**src/rtl/bp_nonsynth_io_cmd_arbiter.sv**
```systemverilog
// bp_nonsynth_io_cmd_arbiter: round-robin sharing of one credit-limited I/O command link among nonsynth requesters
// Ports: req_cmd_*    per-requester command slices, valids and yumis
//        io_cmd_*     arbitrated command toward the link
//        io_resp_*    in-order responses from the link
//        req_resp_*   response broadcast with one-hot valid to the issuing requester
//        credit_count_o, err_o, idle_o  outstanding count, sticky unexpected-response flag, idle
// Optional: define BP_NONSYNTH_IO_ARB_BURST_LOCK_EN to hold the grant on one requester for up to burst_max_p accepts.
module bp_nonsynth_io_cmd_arbiter #(
  parameter int num_req_p     = 2,
  parameter int msg_width_p   = 128,
  parameter int max_credits_p = 8,
  parameter int burst_max_p   = 4
) (
  input  logic                               clk_i,
  input  logic                               reset_i,
  input  logic [num_req_p*msg_width_p-1:0]   req_cmd_i,
  input  logic [num_req_p-1:0]               req_cmd_v_i,
  output logic [num_req_p-1:0]               req_cmd_yumi_o,
  output logic [msg_width_p-1:0]             io_cmd_o,
  output logic                               io_cmd_v_o,
  input  logic                               io_cmd_yumi_i,
  input  logic [msg_width_p-1:0]             io_resp_i,
  input  logic                               io_resp_v_i,
  output logic                               io_resp_ready_o,
  output logic [msg_width_p-1:0]             req_resp_o,
  output logic [num_req_p-1:0]               req_resp_v_o,
  input  logic [num_req_p-1:0]               req_resp_ready_i,
  output logic [$clog2(max_credits_p+1)-1:0] credit_count_o,
  output logic                               err_o,
  output logic                               idle_o
);
  localparam int idx_w_lp = (num_req_p > 1) ? $clog2(num_req_p) : 1;
  localparam int ptr_w_lp = (max_credits_p > 1) ? $clog2(max_credits_p) : 1;
  localparam int cnt_w_lp = $clog2(max_credits_p + 1);
  logic [idx_w_lp-1:0] p_q, p_d, g, h;
  logic [idx_w_lp-1:0] tag_q [max_credits_p];
  logic [ptr_w_lp-1:0] wr_q, wr_d, rd_q, rd_d;
  logic [cnt_w_lp-1:0] cnt_q, cnt_d;
  logic err_q, err_d, rdy_q, en, empty, push, pop;
  function automatic logic [ptr_w_lp-1:0] ptr_inc(input logic [ptr_w_lp-1:0] x);
    return (x == ptr_w_lp'(max_credits_p - 1)) ? '0 : x + 1'b1;
  endfunction
  function automatic logic [idx_w_lp-1:0] idx_inc(input logic [idx_w_lp-1:0] x);
    return (x == idx_w_lp'(num_req_p - 1)) ? '0 : x + 1'b1;
  endfunction
  // rdy_q holds everything quiet during reset and for the first cycle after it
  assign en    = rdy_q & ~reset_i;
  assign empty = (cnt_q == '0);
  assign h     = tag_q[rd_q];
  always_comb begin
    g = p_q;
    for (int k = num_req_p - 1; k >= 0; k--)
      if (req_cmd_v_i[(int'(p_q) + k) % num_req_p]) g = idx_w_lp'((int'(p_q) + k) % num_req_p);
  end
  assign io_cmd_o        = req_cmd_i[g*msg_width_p +: msg_width_p];
  assign io_cmd_v_o      = en & (|req_cmd_v_i) & (cnt_q != cnt_w_lp'(max_credits_p));
  assign push            = io_cmd_v_o & io_cmd_yumi_i;
  assign req_cmd_yumi_o  = push ? (num_req_p'(1) << g) : '0;
  // With nothing outstanding the response is swallowed so the link never stalls
  assign io_resp_ready_o = en & (empty | req_resp_ready_i[h]);
  assign pop             = io_resp_v_i & io_resp_ready_o & ~empty;
  assign req_resp_v_o    = (en & ~empty & io_resp_v_i) ? (num_req_p'(1) << h) : '0;
  assign req_resp_o      = io_resp_i;
  assign credit_count_o  = cnt_q;
  assign err_o           = err_q;
  assign idle_o          = empty & ~|req_cmd_v_i;
  always_comb begin
    wr_d  = push ? ptr_inc(wr_q) : wr_q;
    rd_d  = pop ? ptr_inc(rd_q) : rd_q;
    cnt_d = cnt_q + cnt_w_lp'(push) - cnt_w_lp'(pop);
    err_d = err_q | (en & io_resp_v_i & empty);
  end
  always_ff @(posedge clk_i) begin
    if (reset_i) begin
      p_q   <= '0;
      wr_q  <= '0;
      rd_q  <= '0;
      cnt_q <= '0;
      err_q <= 1'b0;
      rdy_q <= 1'b0;
    end else begin
      p_q   <= p_d;
      wr_q  <= wr_d;
      rd_q  <= rd_d;
      cnt_q <= cnt_d;
      err_q <= err_d;
      rdy_q <= 1'b1;
    end
  end
  always_ff @(posedge clk_i)
    if (push) tag_q[wr_q] <= g;
`ifdef BP_NONSYNTH_IO_ARB_BURST_LOCK_EN
  localparam int bw_lp = $clog2(burst_max_p + 1);
  logic [bw_lp-1:0] bc_q, bc_d, bc_n;
  logic lock_q, lock_d, rel;
  // A grant to someone other than the locked requester starts a fresh burst
  always_comb begin
    bc_n   = (lock_q & (g == p_q)) ? bc_q + 1'b1 : bw_lp'(1);
    rel    = (bc_n >= bw_lp'(burst_max_p));
    p_d    = push ? (rel ? idx_inc(g) : g) : ((lock_q & ~req_cmd_v_i[p_q]) ? idx_inc(p_q) : p_q);
    lock_d = push ? ~rel : (lock_q & req_cmd_v_i[p_q]);
    bc_d   = lock_d ? (push ? bc_n : bc_q) : '0;
  end
  always_ff @(posedge clk_i) begin
    if (reset_i) begin
      bc_q   <= '0;
      lock_q <= 1'b0;
    end else begin
      bc_q   <= bc_d;
      lock_q <= lock_d;
    end
  end
`else
  assign p_d = push ? idx_inc(g) : p_q;
`endif
endmodule

```
**config.mk**
```make
export PLATFORM = sky130hd
export DESIGN_NAME = bp_nonsynth_io_cmd_arbiter
export DESIGN_NICKNAME = d
export VERILOG_FILES = /design/src/rtl/bp_nonsynth_io_cmd_arbiter.sv
export SDC_FILE = /design/constraint.sdc
export NUM_CORES = 1
export LEC_CHECK = 0
export ABC_AREA = 1
export CAP_MARGIN = 30
export CORE_AREA = 4 4 255 257
export CTS_BUF_LIST = sky130_fd_sc_hd__clkbuf_2 sky130_fd_sc_hd__clkbuf_4 sky130_fd_sc_hd__clkbuf_8
export CTS_CLUSTER_SIZE = 14
export DETAILED_ROUTE_END_ITERATION = 7
export DIE_AREA = 0 0 259 261
export PLACE_DENSITY = 0.39
export SETUP_SLACK_MARGIN = 0.3
export SLEW_MARGIN = 20
export SYNTH_ARGS = -nofsm -noshare
export SYNTH_HDL_FRONTEND = slang
export SYNTH_SLANG_ARGS = --single-unit
```
**constraint.sdc**
```tcl
create_clock -name clk_i -period 4.8 [get_ports clk_i]
set_clock_uncertainty 0.15 [all_clocks]
set_input_delay 0.48 -clock clk_i [delete_from_list [all_inputs] [get_ports clk_i]]
set_output_delay 0.48 -clock clk_i [all_outputs]
set_load 0.1 [all_outputs]
```
==> impl_metrics.csv, run 1 <==
group,metric,value,unit
outcome,status,"completed",
placement,dpl.hpwl,23600,um
layout,drive_gt1_frac,0.165,
die,core_area,62700,sq um
hold_path,hold_path.class,"reg -> reg",
timing,final_max_slew_viol_count,0,
setup_path,r2r_setup_slack,2.08,ns
setup_path,critPathMaxStageDelay,1.13,ns
setup_path,worstSetupPathDepth,6,
clock_network,cts_tree,"built",
logic_synthesis,synthesis.nets,1099,
clock_network,postCtsSetupRepairBufs,0,
placement,place_ws,1.43,ns
drt,wire_per_inst,14.8,um
layout,fin_util,0.122,
drt,vias_per_cell,2.77,
die,fp.dieH,261,um
drt,vias,4977,
setup_path,slowest_stage,"clkdlybuf4s50_1",
die,fp.dieW,259,um
drt,route.detailed.drc,0,
setup_path,crit_end,"io_resp_ready_o",
drt,drt_iter0_markers,125,
setup_path,arrival,2.79,ns
setup_path,critPathBufInv,3,
drt,ant_nets,0,
global_route,grt_pass1_wl,34800,um
setup_path,crit_required,4.17,ns
setup_path,cp-end-kind,"output port",
layout,fin_area,7630,sq um
drt,dr.pass1.iters,4,
placement,place_area,7550,sq um
timing,timing.fmax,0.292,GHz
placement,io_buffers,403,
logic_synthesis,synth_area,3830,sq um
global_route,grt_pass1_vias,5070,
global_route,grt.overflow.total,0,
die,die_area,67600,sq um
layout,final_common_cell,"nand2_1",
logic_synthesis,ys_seq_elements,24,
logic_synthesis,syn_inst,696,
clock_network,htree_levels,1,
logic_synthesis,ys_types,30,
logic_synthesis,ys_warn_count,0,
clock_network,cts_buffer_depth,2,
timing,worstMarginPinSlew,1.01,ns
clock_network,hold_buffers,0,
setup_path,worstSetupStartpoint,"credit_count_o[2]",
die,io_pins,660,
clock_network,worstSkewPairLatency,0.26,ns
timing,period_share,0.713,
logic_synthesis,ys_seq_area_frac,0.147,
setup_path,cp_cell_sequence,"inv_1, ha_1, nor3b_1, o21ai_0, inv_1, clkdlybuf4s50_1",
timing,tns,0,ns
setup_path,cpLargestDelayFamily,"buffers and inverters",
layout,nNetsFinal,1354,
pwr,p_total,2.07,mW
drt,wirelength,26600,um
setup_path,cp_common_cell,"inv_1",
pwr,ir_drop,0.000130,V
global_route,grtUsageTotal,0.0707,
timing,relSlewSlack,0.323,
global_route,antenna_found_initial,4,
layout,syn2layout_area_growth,99.4,%
timing,hold_viol,0,
clock_network,cts-resized-gates,0,
setup_path,r2r-start,"credit_count_o[2]",
hold_path,hold_start,"err_o",
timing,setup_violations,0,
timing,rsz0062_at_grt,"no",
die,start_util,0.0610,
die,std_cell_rows,92,
setup_path,r2r.worst_path.cells,13,
clock_network,clkTransAtPathRegs,0.09,ns
global_route,grt_max_degree,130,
setup_path,cp-start-kind,"flop",
pwr,p_leak,3.50,nW
timing,finalCriticalPeriod,3.42,ns
logic_synthesis,syn_area_per_cell,5.50,sq um
clock_network,root_buffer,"clkbuf_8",
setup_path,r2r_end,"credit_count_o[2]",
setup_path,worstSetupPathType,"reg -> out",
setup_path,crit_path_max_fanout,3,
layout,final_cell_mix,"nand2_1 (409), clkdlybuf4s50_1 (270), buf_4 (134)",
clock_network,numCtsBuffers,3,
run,maxCapViolCount,0,
clock_network,clock_sinks,24,
timing,layout_setup_ws,1.38,ns
pwr,power-per-cell-area,271,nW/um^2
placement,place.gp.congestion,0.809,
kinds of logic (layout without fill, tap and decap cells):
family	count (synthesis)	after routing	share of synthesized area
DFF	24	24	0.147
adders and majority gates	11	11	0.0379
buffers and inverters	194	448	0.326
other	0	2	0
xor gates and xnor gates	1	1	0.00229
and+or+nand+nor	452	452	0.464
AOI/OAI and AO/OA	14	14	0.0232
layer usage:
| layer | GRT usage | share of wire | up-vias |
|---|---|---|---|
| met3 | 0.0444 | 0.15 | 34 |
| met2 | 0.122 | 0.47 | 390 |
| met1 | 0.0664 | 0.32 | 2091 |
| met5 | 0.00356 | 0.0012 | - |
| li1 | - | - | 2460 |
| met4 | 0.0330 | 0.055 | 2 |
synth_stat cells:
master,n,share of area
nand2_2,1,0.0016
and3_1,2,0.0033
nand3_2,1,0.0026
dfxtp_1,16,0.084
buf_4,128,0.25
buf_2,25,0.033
fa_1,1,0.0052
ha_1,10,0.033
inv_1,34,0.033
edfxtp_1,8,0.063
inv_2,2,0.0020
nor3b_1,1,0.0020
nor2_2,1,0.0016
inv_4,1,0.0016
o21ai_1,2,0.0026
clkbuf_1,3,0.0029
a21oi_1,4,0.0052
nor2_4,1,0.0029
nand3_1,11,0.014
nand2_1,409,0.40
nor2_1,19,0.019
xor2_1,1,0.0023
a211oi_1,1,0.0020
a211oi_4,1,0.0052
o21ai_0,5,0.0065
nor3_2,2,0.0052
nand2_4,3,0.0088
clkinv_4,1,0.0023
a31oi_1,1,0.0016
or2_2,1,0.0016
power breakdown:
| part | leakage, nW | switching, mW | internal (mW) |
|---|---|---|---|
| clock | 0.0357 | 0.0676 | 0.111 |
| combinational | 3.27 | 1.21 | 0.436 |
| sequential | 0.203 | 0.0162 | 0.225 |
| total | 3.50 | 1.29 | 0.773 |
layout make-up:
type | count | area, sq um
Tap cell | 846 | 1060
Fill cell | 7278 | 55100
Sequential cell | 24 | 561
Inverter | 38 | 153
Clock buffer | 3 | 41.3
Antenna cell | 2 | 5.00
Multi-Input combinational cell | 478 | 2030
Timing Repair Buffer | 406 | 3750
Clock inverter | 1 | 30.0
worst min-delay path, stage by stage (launching register included):
cell and delay, ns:
dfxtp_1 0.36, a31oi_1 0.05, nor2_1 0.07
worst min-delay path by stage:
stage          slack [ns]  cells after the start    end
6_report             0.36                      2  err_o
5_1_grt              0.42                      2  err_o
4_1_cts              0.37                      2  err_o
3_5_place_dp         0.35                      2  err_o
3_3_place_gp         0.38                      2  err_o
2_1_floorplan        0.35                      2    p_q
through the flow:
step,hold WS [ns],std cells
global route,0.417,1796
floorplan,0.346,696
detailed placement,0.345,1792
finish,0.357,1798
CTS,0.375,1796
global placement,0.383,1792
(Power assumes the default switching activity.)
==> run 2, diff against run 1 <==
- clock period: 4.8 -> 3 ns (I/O delays scaled with it)
==> run 2 against run 1 <==
Via count is 0.42% higher. Count of clock-buffer cells in the layout stayed put. Register-to-register slack worse by 1.6 ns. Clock power is 57% higher. Total power is 90% higher. Critical path depth is 3 higher. Highest routed layer is now met4.
==> impl_metrics.csv, run 2 (same netlist as run 1, synthesis figures left out) <==
group,metric,value,unit
outcome,status,"completed",
clock_network,clkTransAtPathRegs,0.09,ns
global_route,antenna_found_initial,14,
timing,rsz0062_at_grt,"no",
placement,dpl.hpwl,27500,um
drt,wirelength,30400,um
clock_network,numCtsBuffers,3,
timing,worstMarginPinSlew,0.390,ns
global_route,grt_max_degree,69,
drt,drt-met1-wl,11400,um
die,io_pins,660,
timing,final_max_slew_viol_count,0,
placement,place_area,9360,sq um
setup_path,r2r.worst_path.cells,13,
layout,fin_area,9440,sq um
timing,period_share,0.834,
pwr,ir_drop,0.000219,V
clock_network,root_buffer,"clkbuf_8",
layout,syn2layout_area_growth,147,%
timing,tns,0,ns
pwr,p_total,3.93,mW
drt,wire_per_inst,16.8,um
die,fp.dieH,261,um
clock_network,clock_sinks,24,
setup_path,r2r-start,"credit_count_o[3]",
layout,final_common_cell,"nand2_1",
layout,final_cell_mix,"nand2_1 (409), clkdlybuf4s50_1 (263), buf_12 (138)",
setup_path,crit_path_max_fanout,63,
timing,timing.fmax,0.400,GHz
clock_network,cts_buffer_depth,2,
drt,dr.pass1.iters,4,
hold_path,hold_path.class,"reg -> reg",
timing,relSlewSlack,0.740,
clock_network,htree_levels,1,
pwr,power-per-cell-area,416,nW/um^2
clock_network,postCtsSetupRepairBufs,0,
die,fp.dieW,259,um
global_route,grt.overflow.total,0,
placement,io_buffers,403,
die,std_cell_rows,92,
layout,nNetsFinal,1360,
setup_path,worstSetupPathType,"in -> out",
drt,route.detailed.drc,0,
setup_path,cp-end-kind,"output port",
timing,finalCriticalPeriod,2.50,ns
setup_path,r2r_end,"credit_count_o[1]",
drt,wl_met2,14200,um
clock_network,worstSkewPairLatency,0.26,ns
global_route,grtUsageTotal,0.0824,
clock_network,cts_tree,"built",
setup_path,cp-start-kind,"primary input",
layout,fill_cells,7088,
setup_path,r2r_setup_slack,0.51,ns
drt,drt_iter0_markers,131,
run,maxCapViolCount,0,
clock_network,cts-resized-gates,0,
timing,setup_violations,0,
drt,highest_layer,"met4",
drt,wl_met3,4370,um
clock_network,hold_buffers,0,
setup_path,worstSetupStartpoint,"req_cmd_v_i[1]",
placement,place.gp.congestion,0.794,
die,start_util,0.0610,
drt,vias,4998,
drt,ant_nets,0,
timing,holdWs,0.322,ns
global_route,grt_pass1_vias,5243,
drt,vias_per_cell,2.77,
setup_path,crit_end,"io_cmd_o[41]",
pwr,p_leak,4.14,nW
layout,drive_gt1_frac,0.194,
setup_path,arrival,2.05,ns
global_route,grt_pass1_wl,39700,um
die,die_area,67600,sq um
timing,hold_viol,0,
die,core_area,62700,sq um
setup_path,crit_required,2.55,ns
[run 2: how the worst min path moves through the flow]
stage,depth (start not counted),startpoint,end
after floorplan,1,reset_i,credit_count_o[0]
after global placement,2,err_o,err_o
after detailed placement,2,err_o,err_o
after CTS,2,err_o,err_o
after global routing,2,err_o,err_o
final,2,err_o,err_o
[run 2: report_power, final]
| part | internal (mW) | leakage [nW] | switching, mW | total, mW |
|---|---|---|---|---|
| Combinational | 1.19 | 3.90 | 2.07 | 3.26 |
| Clock | 0.178 | 0.0357 | 0.103 | 0.281 |
| Sequential | 0.364 | 0.206 | 0.0301 | 0.394 |
[run 2: metal layers]
| metal | vias to the layer above | track usage |
|---|---|---|
| met2 | 401 | 0.139 |
| li1 | 2472 | - |
| met4 | 0 | 0.0120 |
| met3 | 16 | 0.0486 |
| met1 | 2109 | 0.0924 |
| met5 | - | 0 |
[run 2: per-stage QoR]
| stage | setup WS (ns) | utilization | std cells |
|---|---|---|---|
| after CTS | 0.475 | 0.150 | 1802 |
| after detailed placement | 0.273 | 0.149 | 1798 |
| after global routing | 0.332 | 0.150 | 1803 |
| after floorplan | -0.241 | - | 696 |
| final | 0.499 | 0.150 | 1806 |
| after global placement | 0.281 | 0.149 | 1798 |
[run 2: critical path: stages]
cell and delay, ns:
clkdlybuf4s50_1 0.57, nand2_1 0.07, nand2_1 0.10, o21ai_4 0.11
inv_4 0.10, buf_12 0.25, nand2_1 0.10, nand2_1 0.17
buf_12 0.20
[run 2: final cells by class]
class	instances	area (sq um)	share of cell area
clock buffer	3	41.3	0.00437
multi-input combinational	478	2100	0.222
sequential	24	573	0.0607
antenna	4	10.0	0.00106
timing repair buffer	412	5480	0.580
inverter	38	155	0.0164
clock inverter	1	30.0	0.00318
tap	846	1060	0.112
==> run 3, diff against run 2 <==
- CORE_AREA: 4 4 255 257 -> 4 4 258 260
- DIE_AREA: 0 0 259 261 -> 0 0 262 264
- PLACE_DENSITY: 0.39 -> 0.38
- clock period: 3 -> 2.4 ns (I/O delays scaled with it)
==> run 3 against run 2 <==
Worst setup slack worse by 0.36 ns. Via count up 12%. Combinational power up 60%. Clock power up 28%. Non-clock buffer count up 81. Sequential cell count unchanged. Cell area up 37%. Global-route usage up 0.17 points. Die area up 2.3%. Worst hold slack better by 0.0085 ns. First-iteration DRC count down 13%. Critical path type is now reg -> reg. Largest power group unchanged. Highest routed layer is now met5.
==> impl_metrics.csv, run 3 (same netlist as run 1, synthesis figures left out) <==
group,metric,value,unit
timing,worstMarginPinSlew,0.318,ns
clock_network,cts_tree,"built",
placement,io_buffers,403,
clock_network,root_buffer,"clkbuf_8",
layout,nNetsFinal,1442,
timing,setup_violations,0,
run,maxCapViolCount,0,
die,core_area,64100,sq um
clock_network,worstSkewPairLatency,0.27,ns
die,die_area,69200,sq um
layout,drive_gt1_frac,0.555,
die,std_cell_rows,93,
setup_path,arrival,2.32,ns
pwr,ir_drop,0.000218,V
setup_path,cp-start-kind,"flop",
die,fp.dieW,262,um
setup_path,worstSetupPathType,"reg -> reg",
clock_network,cts_buffer_depth,2,
layout,final_cell_mix,"clkdlybuf4s50_1 (261), nand2_4 (213), buf_12 (152)",
pwr,p_switching,3.25,mW
placement,dpl.hpwl,21000,um
die,io_pins,660,
global_route,antenna_found_initial,5,
hold_path,worst_hold_path.num_cells,0,
drt,dr.pass1.iters,4,
timing,relSlewSlack,0.788,
timing,finalCriticalPeriod,2.27,ns
setup_path,cp-end-kind,"flop",
drt,drt_iter0_markers,114,
drt,ant_nets,0,
layout,syn2layout_area_growth,238,%
timing,layout_setup_ws,0.134,ns
drt,wirelength,32700,um
placement,place.gp.congestion,0.776,
setup_path,r2r_setup_slack,0.13,ns
clock_network,clkTransAtPathRegs,0.09,ns
clock_network,htree_levels,1,
placement,place_area,9560,sq um
timing,final_max_slew_viol_count,0,
timing,hold_viol,0,
pwr,internal-power,2.79,mW
pwr,pwr-share-comb,0.860,
timing,rsz0062_at_grt,"yes",
drt,route.detailed.drc,0,
pwr,swShare,0.538,
placement,place_ws,-0.191,ns
setup_path,crit_path_max_fanout,2,
global_route,grt_pass1_wl,41700,um
layout,final_common_cell,"clkdlybuf4s50_1",
clock_network,clock_sinks,24,
layout,fin_area,12900,sq um
pwr,seqPwrFrac,0.080,
global_route,grtUsageTotal,0.0840,
pwr,p_leak,5.73,nW
clock_network,hold_buffers,0,
hold_path,hold_path.class,"in -> out",
global_route,grt.overflow.total,0,
global_route,grt_pass1_vias,6087,
die,start_util,0.0597,
timing,period_share,0.944,
hold_path,hold_start,"io_resp_i[104]",
pwr,power-per-cell-area,467,nW/um^2
global_route,grt_max_degree,18,
setup_path,worstSetupStartpoint,"credit_count_o[2]",
outcome,status,"completed",
setup_path,r2r.worst_path.cells,11,
drt,vias,5591,
drt,vias_per_cell,2.95,
setup_path,r2r-start,"credit_count_o[2]",
timing,timing.fmax,0.441,GHz
drt,wire_per_inst,17.3,um
setup_path,r2r_end,"credit_count_o[1]",
hold_path,holdPathEnd,"req_resp_o[104]",
setup_path,crit_required,2.46,ns
pwr,clock_power_share,0.060,
clock_network,numCtsBuffers,3,
die,fp.dieH,264,um
==> run 3: final cells by class <==
cell class              count  area, sq um
fillers                  6942        51200
repair buffers            493         7000
multi-input cells         478         4000
well taps                 855         1070
flip-flops and latches     24          583
inverters                  38          186
clock buffers               3         41.3
clock inverters             1         30.0
repair inverters            1         30.0
diodes                      2         5.00
==> run 3: what timing repair did <==
item | CTS | global route
cloned | 25 | 6
pin swaps | 72 | 79
endpoints found under the hold margin | 0 | 0
buffers inserted | 22 | 9
setup endpoints to repair | 137 | 136
gates resized for setup | 332 | 262
==> run 3: metal layers <==
metal	vias to the layer above	global-route usage	part of all wire
met2	351	0.149	0.50
li1	2649	-	-
met3	42	0.0418	0.11
met4	4	0.0184	0.023
met5	-	0	0.00073
met1	2545	0.0894	0.36
==> run 3: how the worst max path moves through the flow <==
stage / end / slack [ns]
2_1_floorplan: credit_count_o[1] / -0.80
3_3_place_gp: credit_count_o[2] / -0.19
3_5_place_dp: credit_count_o[1] / -0.19
4_1_cts: credit_count_o[2] / 0.13
5_1_grt: credit_count_o[2] / 0.06
6_report: credit_count_o[1] / 0.13
==> run 3: worst max-delay path, stage by stage, from the launching register on <==
cell and delay, ns:
dfxtp_4 0.37, inv_4 0.04, buf_6 0.11, ha_4 0.15, a211oi_4 0.26, nand2_4 0.08, ha_4 0.28, inv_4 0.03
ha_4 0.15, inv_4 0.05, fa_2 0.42, nor2_1 0.10
==> run 3: power groups by stage <==
| stage | Sequential, mW | Clock, mW | Combinational, mW |
|---|---|---|---|
| 4_1_cts | 0.484 | 0.374 | 4.92 |
| 6_report | 0.484 | 0.361 | 5.20 |
| 5_1_grt | 0.487 | 0.386 | 5.39 |
| 2_1_floorplan | 0.620 | 0 | 3.21 |
| 3_5_place_dp | 0.492 | 0 | 4.15 |
| 3_3_place_gp | 0.491 | 0 | 4.16 |
==> run 3: stage by stage <==
stage	power, mW	TNS [ns]	instances	utilization	hold WS [ns]
final	6.04	0	1895	0.202	0.330
after global routing	6.27	0	1895	0.202	0.330
after CTS	5.78	0	1878	0.183	0.331
after detailed placement	4.64	-0.453	1827	0.149	0.331
after global placement	4.65	-0.464	1827	0.149	0.320
after floorplan	3.83	-7.18	696	-	0.152
